===== src/rtl/pool1_reader.sv =====
// 3x3 stride-2 signed max-pool reader: walks every (oy, ox, k) output, fetches the
// nine window taps one per cycle, and hands the window max downstream with valid/ready.
module pool1_reader #(
  parameter int IN_DIM  = 55,
  parameter int OUT_DIM = 27,
  parameter int CH      = 96,
  parameter int DW      = 16,
  parameter int AW      = 19
) (
  input  logic          clk,
  input  logic          rst_n,
  input  logic          start,
  output logic          busy,
  output logic          done,
  output logic          mem_rd_en,
  output logic [AW-1:0] mem_addr,
  input  logic [DW-1:0] mem_rd_data,
  output logic          out_valid,
  input  logic          out_ready,
  output logic [DW-1:0] out_data,
  output logic [4:0]    out_row,
  output logic [4:0]    out_col,
  output logic [6:0]    out_ch
);

  typedef enum logic [2:0] {S_IDLE, S_READ, S_DRAIN, S_EMIT, S_FIN} state_t;

  localparam logic [4:0] O_LAST = 5'(OUT_DIM - 1);
  localparam logic [6:0] K_LAST = 7'(CH - 1);

  state_t        r_state, w_nxt;
  logic [4:0]    r_oy, r_ox;
  logic [6:0]    r_k;
  logic [3:0]    r_tap;
  logic [DW-1:0] r_acc;
  logic [AW-1:0] r_addr_hold;
  logic          r_rd_vld, r_rd_first;

  logic          w_rd, w_hs, w_last;
  logic [1:0]    w_dy, w_dx;
  logic [5:0]    w_row, w_col;
  logic [AW-1:0] w_addr;

  assign w_rd   = (r_state == S_READ);
  assign w_hs   = (r_state == S_EMIT) && out_ready;
  assign w_last = (r_oy == O_LAST) && (r_ox == O_LAST) && (r_k == K_LAST);

  // Tap index -> window offset, row-major over the 3x3 window.
  always_comb begin
    w_dy = 2'd0;
    w_dx = 2'd0;
    case (r_tap)
      4'd1: w_dx = 2'd1;
      4'd2: w_dx = 2'd2;
      4'd3: w_dy = 2'd1;
      4'd4: begin w_dy = 2'd1; w_dx = 2'd1; end
      4'd5: begin w_dy = 2'd1; w_dx = 2'd2; end
      4'd6: w_dy = 2'd2;
      4'd7: begin w_dy = 2'd2; w_dx = 2'd1; end
      4'd8: begin w_dy = 2'd2; w_dx = 2'd2; end
      default: ;
    endcase
  end

  assign w_row  = {r_oy, 1'b0} + {4'd0, w_dy};
  assign w_col  = {r_ox, 1'b0} + {4'd0, w_dx};
  assign w_addr = (AW'(w_row) * AW'(IN_DIM) + AW'(w_col)) * AW'(CH) + AW'(r_k);

  // State register
  always_ff @(posedge clk) begin
    if (!rst_n) r_state <= S_IDLE;
    else        r_state <= w_nxt;
  end

  // Next-state logic
  always_comb begin
    w_nxt = r_state;
    case (r_state)
      S_IDLE:  if (start) w_nxt = S_READ;
      S_READ:  if (r_tap == 4'd8) w_nxt = S_DRAIN;
      S_DRAIN: w_nxt = S_EMIT;
      S_EMIT:  if (out_ready) w_nxt = w_last ? S_FIN : S_READ;
      S_FIN:   w_nxt = S_IDLE;
      default: w_nxt = S_IDLE;
    endcase
  end

  // Outputs
  always_comb begin
    busy      = (r_state != S_IDLE);
    done      = (r_state == S_FIN);
    mem_rd_en = w_rd;
    out_valid = (r_state == S_EMIT);
    mem_addr  = w_rd ? w_addr : r_addr_hold;
    out_data  = r_acc;
    out_row   = r_oy;
    out_col   = r_ox;
    out_ch    = r_k;
  end

  // Position counters: k fastest, then ox, then oy.
  always_ff @(posedge clk) begin
    if (!rst_n) begin
      r_oy  <= '0;
      r_ox  <= '0;
      r_k   <= '0;
      r_tap <= '0;
    end else begin
      case (r_state)
        S_IDLE: if (start) begin
          r_oy  <= '0;
          r_ox  <= '0;
          r_k   <= '0;
          r_tap <= '0;
        end
        S_READ: r_tap <= (r_tap == 4'd8) ? 4'd0 : r_tap + 4'd1;
        S_EMIT: if (w_hs && !w_last) begin
          if (r_k == K_LAST) begin
            r_k <= '0;
            if (r_ox == O_LAST) begin
              r_ox <= '0;
              r_oy <= r_oy + 5'd1;
            end else begin
              r_ox <= r_ox + 5'd1;
            end
          end else begin
            r_k <= r_k + 7'd1;
          end
        end
        default: ;
      endcase
    end
  end

  // Read data lands one cycle after the request; tap 0 seeds the max so
  // all-negative windows are not floored at zero.
  always_ff @(posedge clk) begin
    if (!rst_n) begin
      r_rd_vld    <= 1'b0;
      r_rd_first  <= 1'b0;
      r_acc       <= '0;
      r_addr_hold <= '0;
    end else begin
      r_rd_vld   <= w_rd;
      r_rd_first <= w_rd && (r_tap == 4'd0);
      if (w_rd) r_addr_hold <= w_addr;
      if (r_rd_vld && (r_rd_first || ($signed(mem_rd_data) > $signed(r_acc))))
        r_acc <= mem_rd_data;
    end
  end

endmodule


===== config.mk =====
export PLATFORM = sky130hd
export DESIGN_NAME = pool1_reader
export DESIGN_NICKNAME = d
export VERILOG_FILES = /design/src/rtl/pool1_reader.sv
export SDC_FILE = /design/constraint.sdc
export NUM_CORES = 1
export LEC_CHECK = 0
export ABC_AREA = 0
export CORE_MARGIN = 1
export CORE_UTILIZATION = 56
export CTS_BUF_LIST = sky130_fd_sc_hd__clkbuf_4 sky130_fd_sc_hd__clkbuf_8 sky130_fd_sc_hd__clkbuf_16
export DETAILED_ROUTE_END_ITERATION = 12
export GPL_ROUTABILITY_DRIVEN = 0
export PLACE_DENSITY = 0.81
export SLEW_MARGIN = 5
export SYNTH_ARGS = -nofsm -noshare
export SYNTH_HDL_FRONTEND = slang
export SYNTH_SLANG_ARGS = --single-unit
export TNS_END_PERCENT = 10

===== constraint.sdc =====
create_clock -name clk -period 15.56 [get_ports clk]
set_input_delay 4.668 -clock clk [delete_from_list [all_inputs] [get_ports clk]]
set_output_delay 4.668 -clock clk [all_outputs]
set_load 0.03 [all_outputs]

### Yosys cells after proc, flatten, opt, wreduce, memory -nomap -nowiden

Index checks and enable logic that the tools add are counted.

* flip-flop bits (word level): 61
* bits of input ports: 20
* output and inout port bits: 56

* $add $sub $neg: 8
* multiply operators: 2
* $lt $le $gt $ge: 1
* equality and inequality tests: 21
* multiplexer cells: 24
* reductions and logical operators: 22

Operators with widths (count)
* $mux 5: 7
* $mux 7: 3
* $pmux 5 s2: 2
* $add 19x7->19: 1
* $mux 19: 1
* $eq 4x3->1 const B: 4
* $gt 16x16->1: 1
* $mul 13x2->14 const B: 1
* $pmux 7 s2: 1
* $add 12x6->13: 1
* $add 6x2->6: 2
* $mul 6x6->12 const B: 1
* $mux 3: 4
* $pmux 3 s4: 1
* $reduce_or 3->1: 4
* $add 5x1->5 const B: 2
* $eq 5x5->1 const B: 2
* $ne 2x1->1 const B: 5
* $eq 4x2->1 const B: 2
* $mux 4: 2
* $pmux 2 s2: 2
* $pmux 4 s2: 1
* $add 7x1->7 const B: 1
* $eq 7x7->1 const B: 1
* other kinds (18): 26

### Logic depth before layout (Yosys ltp)

Gate-level depths: netlist of run 1.

* word-level depth: 9
* mapped depth: 30

### Worst setup path before layout of run 1

Ideal clock, no wire load.

* path kind: register to output
* start point: reg r_tap[0]
* end point: out mem_addr[18]
* arrival: 6.926 ns
* path slack: 3.966 ns
* cell stages (with the launch flop): 31
* path through: dfxtp_1 > inv_1 > ha_1 > nand2_1 > o22ai_1 > ha_1 > ha_1 > nand3_1 > xor2_1 > inv_1 > fa_1 > ha_1 > inv_1 > fa_1 > fa_1 > inv_1 > ha_1 > inv_1 > o21bai_1 > a21oi_1 > xnor2_1 > ha_1 > buf_2 > a21oi_1 > o22ai_1 > o31a_1 > o21a_1 > o311a_1 > nand2b_1 > a2bb2oi_1 > nor3_1

* longest elaborated chain between the ends: 9
* elaborated cells between the ends (all ways): 21
* classes of those cells: 4 x add/sub; 2 x mul; 8 x eq/ne; 3 x mux; 4 x reduce/logical

RTL lines
* from (decl): line 34 `logic [3:0] r_tap;`
* from (signal assigned): line 116 `S_READ: r_tap <= (r_tap == 4'd8) ? 4'd0 : r_tap + 4'd1;`
* $eq 4x4->1 (tied with other cells): line 52 `case (r_tap)`
* $reduce_or 3->1 (no line)
* $pmux 2 s2: line 52
* $add 6x2->6: line 65 `assign w_row = {r_oy, 1'b0} + {4'd0, w_dy};`
* $mul 6x6->12: line 67 `assign w_addr = (AW'(w_row) * AW'(IN_DIM) + AW'(w_col)) * AW'(CH) + AW'(r_k);`
* $add 12x6->13 (*): line 67
* $mul 13x2->14 (*): line 67
* $add 19x7->19 (*): line 67
* $mux 19 (*): line 94 `mem_addr = w_rd ? w_addr : r_addr_hold;`
* to (decl): line 16 `output logic [AW-1:0] mem_addr,`

Mark *: on every way between the ends. The rest lies on a longest branch, timed or not.

### Final worst setup path of run 1

Ends and elaborated chain as after synthesis.

==> impl_metrics.ini, run 1 <==
[global_route]
first_global_vias = 4945
grt_overflow = 0
grt_first_pass_wirelength_mm = 21.88
antenna_found_initial = 0
globalRouteTotalUtil_pct = 26.73
grt_max_degree = 42

[clock_network]
clk_latency_ns = 0.34
cts_resized = 0
clk_root_buffer_cell = clkbuf_8
hold_buffers = 0
clkSinkCount = 61
clock_path_buffers = 2
tritoncts = yes
cts-htree-levels = 3
clk_pin_slew_worst_paths_ns = 0.07
cts_setup_buffers = 0
numCtsBuffers = 9

[flow_run]
max-cap-violations = 0

[power]
comb_power_share_pct = 23.7
seqPwrFrac_pct = 39.0
switching_share_pct = 32.25
intPower_w = 0.0002925
ir_worst_vdd_v = 0.00006005
leakage_nw = 2.781
powerDensity_mw_per_mm2 = 67.37
p_clk_share_pct = 37.3
power_w = 0.0004318
p_sw_w = 0.0001393

[floorplan]
rows = 35
die_x_um = 100.0
ios = 76
die_h_um = 100.0
coreArea_mm2 = 0.009284
initial_core_util_pct = 57.96
die-area_mm2 = 0.01001

[drt]
dr_wl_met2_mm = 6.177
wl_mm = 12.53
ant_nets = 0
highest_layer = met4
drc = 0
wl_per_cell_um = 14.37
drt_iter0_markers = 178
detail_route.first_pass.iterations = 5
vias = 5009
via_per_inst = 5.744
met3_length_um = 614
met1Wirelength_mm = 5.529

[layout]
area_growth_syn_to_layout_pct = 19.11
num_antenna_cells = 0
layout-drive-gt1-share_pct = 4.038
nets = 850

[yosys]
synth_nets = 790
syn_inst = 678
synth-main-ff-cell = dfxtp_1
syn_area_per_cell_um2 = 7.937
synth_area_mm2 = 0.005381
async_flop_share_pct = 0
synth-seq-cells = 61
synth-edff-count = 0
ys_types = 65
ys_warn_count = 0
synth-seq-area-share_pct = 22.69

[sta]
min_period_ns = 12.70
setup_violations = 0
fin_tns_setup_ns = 0
timing.fmax_ghz = 0.07875
layout_worst_path_cycle_share_pct = 81.60
fin_skew_ns = 0.01162
slew-limit-headroom_pct = 46.54
final_max_slew_viol_count = 0
worst_slew_pin_slew_ns = 0.7951
rsz0062_at_grt = no
hold_viol = 0

[setup_path]
rr_worst_depth = 29
crit_fanout = 7
critPathMaxStageDelay_ns = 0.69
worstSetupEndpointType = output pin
critical_path.top_delay_family = adder cells
endpoint = mem_addr[18]
r2r_end = r_addr_hold[18]
cp.depth = 30
cp.arrival_ns = 8.03
path_class = register to output pin
reg2reg_from = r_tap[0]
cpMostUsedCell = ha_1
critPathLaunchType = register
cp_data_required_time_ns = 10.89
path_buf_inv = 6
crit_slowest_cell = clkdlybuf4s50_1
r2r_setup_slack_ns = 8.39
crit_start = r_tap[0]

[place]
portBuffers = 75
hpwl_mm = 9.594

[outcome]
outcome = completed

[min_path]
hold_class = register to register
==> cells in the final DEF, fill, tap and decap left out, types with 7 or more instances in the layout <==
| cell | synthesis | routed |
|---|---|---|
| a21o_1 | 10 | 10 |
| a21oi_1 | 57 | 57 |
| and2_1 | 11 | 11 |
| and3_1 | 7 | 7 |
| clkbuf_8 | 0 | 9 |
| clkdlybuf4s50_1 | 0 | 75 |
| dfxtp_1 | 61 | 61 |
| fa_1 | 15 | 15 |
| ha_1 | 77 | 77 |
| inv_1 | 62 | 62 |
| nand2_1 | 58 | 58 |
| nand2b_1 | 9 | 9 |
| nand3_1 | 38 | 38 |
| nor2_1 | 57 | 57 |
| nor3_1 | 8 | 8 |
| o21ai_0 | 40 | 40 |
| xnor2_1 | 18 | 18 |
| xor2_1 | 19 | 19 |
==> state kept, by name, indices dropped and copies added (netlist names) <==
name         cells
out_row          5
out_ch           7
out_data        16
r_addr_hold     19
r_rd_vld         1
out_col          5
r_state          3
r_rd_first       1
r_tap            4
==> worst min-delay path: cells and delay by family (launching register included) <==
kind / cells / cell delay, ns
AOI/OAI and AO/OA: 1 / 0.06
and+or+nand+nor: 1 / 0.06
DFF: 1 / 0.30
==> cell usage after synthesis (9+ instances only) <==
library cell	count	area [um2]
ha_1	77	963.4
inv_1	62	232.7
dfxtp_1	61	1221
nand2_1	58	217.7
a21oi_1	57	285.3
nor2_1	57	214.0
o21ai_0	40	200.2
nand3_1	38	190.2
clkbuf_1	19	71.32
xor2_1	19	166.4
xnor2_1	18	157.7
fa_1	15	300.3
and2_1	11	68.82
a21o_1	10	75.07
nand2b_1	9	56.30
==> final cells by class <==
type                    count  area, um2
clock buffers               9      123.9
multi-input cells         525       3792
repair buffers             79      780.7
clock inverters             7      97.59
fillers                   757       2874
well taps                 129      161.4
flip-flops and latches     61       1221
inverters                  62      232.7
==> per-stage QoR <==
step	instance area, um2	worst slack (ns)	hold WS, ns	util [%]	cells
floorplan	5381	3.966	0.4443	-	678
global placement	6188	3.536	0.4497	66.66	856
detailed placement	6188	3.289	0.4559	66.66	856
CTS	6410	2.887	0.4666	69.04	872
global route	6410	2.337	0.4955	69.04	872
finish	6410	2.862	0.4631	69.04	872
==> power groups by stage <==
stage	Combinational, W	Sequential (W)	Clock, W
final	0.000102	0.000168	0.000161
after floorplan	0.0000618	0.000174	0
after detailed placement	0.000101	0.000172	0
after CTS	0.000102	0.000168	0.000163
after global placement	0.0000992	0.000171	0
after global routing	0.000113	0.000169	0.000171
==> worst min-delay path by stage <==
stage / start / endpoint / slack [ns] / cells after the start
5_1_grt: r_addr_hold[6] / r_addr_hold[6] / 0.50 / 2
6_report: r_addr_hold[1] / r_addr_hold[1] / 0.46 / 2
4_1_cts: r_addr_hold[6] / r_addr_hold[6] / 0.47 / 2
3_3_place_gp: r_addr_hold[1] / r_addr_hold[1] / 0.45 / 2
2_1_floorplan: r_addr_hold[0] / r_addr_hold[0] / 0.44 / 2
3_5_place_dp: r_addr_hold[6] / r_addr_hold[6] / 0.46 / 2
==> per-layer routing <==
metal	track usage [%]	up-vias
met2	48.01	152
li1	-	2504
met1	33.04	2332
met4	7.358	0
met3	4.457	21
met5	0	-
==> cell families after synthesis <==
logic type / after synthesis / synth area share (%)
adder cells (fa/ha/maj): 92 / 23.48
XOR/XNOR: 37 / 6.022
buffers and inverters: 92 / 6.836
flip-flops: 61 / 22.69
AND/OR/NAND/NOR: 226 / 20.76
AO/OA/AOI/OAI: 166 / 19.44
multiplexers: 4 / 0.7673
Note: power is estimated with default switching activity, not from simulation.
==> run 2, diff against run 1 <==
CORE_UTILIZATION = 51   (was 56)
PLACE_DENSITY = 0.77   (was 0.81)
clock period = 11.2 ns   (was 15.56 ns; I/O delays follow)
==> run 2 against run 1 <==
Setup slack got worse by 2.5 ns. Register-to-register slack got worse by 4.3 ns. Sequential power rose by 39%. Hold slack got worse by 0.00084 ns. Clock-buffer cell count rose by 4. Clock power rose by 33%. Die area rose by 9.6%. Routed wire length fell by 3.2%. Global-route usage fell by 3.1 points. Combinational power rose by 33%. Non-clock buffer count fell by 1. Sequential share of layout area fell by 0.078 points.
==> impl_metrics.ini, run 2 (synthesis results as in run 1) <==
[layout]
fillers = 883
largest_register_ff_count = 19
largest-register = r_addr_hold
num_antenna_cells = 0
final_common_cell = ha_1
nets = 849
final_core_util_pct = 62.62
area_growth_syn_to_layout_pct = 19.60
ff_latch_area_mm2 = 0.001221
layout_common_cells = 75 x ha_1, 68 x clkdlybuf4s50_1, 62 x inv_1
layout-drive-gt1-share_pct = 5.391
multiInputGateArea_mm2 = 0.003836
final_cells = 878

[sta]
worst_slew_pin_slew_ns = 0.8701
fin_skew_ns = 0.01539
min_period_ns = 10.84
rsz0062_at_grt = yes
setup_violations = 0
layout_worst_path_cycle_share_pct = 96.81
fin_tns_setup_ns = 0
hold_viol = 0
holdWs_ns = 0.4623
final_max_slew_viol_count = 0
timing.fmax_ghz = 0.09223
slew-limit-headroom_pct = 41.85

[min_path]
hold_class = register to register
hold_start = r_addr_hold[0]
min_delay_worst_endpoint = r_addr_hold[0]
hold_path_depth = 2

[drt]
vias = 4888
ant_nets = 0
drt_iter0_markers = 199
detail_route.first_pass.iterations = 5
drc = 0
wl_mm = 12.13
wl_per_cell_um = 13.81
via_per_inst = 5.567

[setup_path]
r2r_end = r_addr_hold[18]
critPathMaxStageDelay_ns = 0.54
reg2reg_from = r_tap[0]
cp.arrival_ns = 7.48
cp_data_required_time_ns = 7.84
path_class = register to output pin
crit_fanout = 6
critPathLaunchType = register
crit_start = r_tap[0]
r2r_setup_slack_ns = 4.13
worstSetupEndpointType = output pin
crit_slowest_cell = fa_1
rr_worst_depth = 30

[place]
placedCellCount = 862
portBuffers = 75
hpwl_mm = 9.371

[outcome]
outcome = completed

[clock_network]
numCtsBuffers = 9
clk_latency_ns = 0.34
clk_root_buffer_cell = clkbuf_8
hold_buffers = 0
clkSinkCount = 61
tritoncts = yes
cts-htree-levels = 3
clk_pin_slew_worst_paths_ns = 0.07
clock_path_buffers = 2

[power]
leakage_nw = 2.835
ir_worst_vdd_v = 0.00005390
powerDensity_mw_per_mm2 = 90.60

[floorplan]
die_x_um = 104.7
die-area_mm2 = 0.01097
coreArea_mm2 = 0.01028
rows = 37
die_h_um = 104.7
ios = 76
initial_core_util_pct = 52.36

[global_route]
grt_max_degree = 36
first_global_vias = 4762
grt_overflow = 0
grt_first_pass_wirelength_mm = 21.49
globalRouteTotalUtil_pct = 23.63
antenna_found_initial = 0

[flow_run]
max-cap-violations = 0
## run 2: routing by layer
metal / part of all wire (%) / GRT usage, % / vias up
met3: 4.0 / 4.242 / 12
met4: 1.3 / 6.036 / 0
met2: 49 / 41.91 / 96
met5: 0 / 0 / -
li1: - / - / 2503
met1: 46 / 29.40 / 2277
## run 2: layout make-up
class / count / area share, %
Clock inverter: 3 / 0.6610
Clock buffer: 13 / 2.683
Tap cell: 136 / 2.644
Multi-Input combinational cell: 525 / 59.60
Timing Repair Buffer: 78 / 11.82
Sequential cell: 61 / 18.97
Inverter: 62 / 3.616
## run 2: power by group
group          switching, W  internal (W)  leakage (nW)
logic             0.0000860     0.0000499          2.23
registers        0.00000739      0.000226         0.494
clock network     0.0000902      0.000123         0.109
## run 2: stage by stage
step | setup slack [ns] | instance area (um2) | power, W
global route | -0.2631 | 6436 | 0.0006136
CTS | 0.1554 | 6405 | 0.0005886
global placement | 0.4508 | 6190 | 0.0003741
finish | 0.3574 | 6436 | 0.0005831
floorplan | 0.9145 | 5381 | 0.0003278
detailed placement | 0.1996 | 6190 | 0.0003774
## run 2: critical path, delay by kind of cell (launching register included)
kind / cells / cell delay, ns
flops: 1 / 0.36
buf+inv: 6 / 0.68
simple gates: 5 / 0.66
xor+xnor: 2 / 0.45
fa+ha+maj: 9 / 3.21
compound gates: 9 / 1.81
## run 2: worst max path at each step
stage,to,slack (ns),cells after the start
detailed placement,mem_addr[18],0.20,30
floorplan,mem_addr[18],0.91,30
finish,mem_addr[18],0.36,31
global placement,mem_addr[18],0.45,30
global route,mem_addr[18],-0.26,30
CTS,mem_addr[18],0.16,31
## run 2: timing repair
item | 4_1_cts | 5_1_grt
endpoints found under the hold margin | 0 | 0
buffers inserted | 0 | 0
endpoints found under the setup margin | 4 | 7
resized for setup | 5 | 19
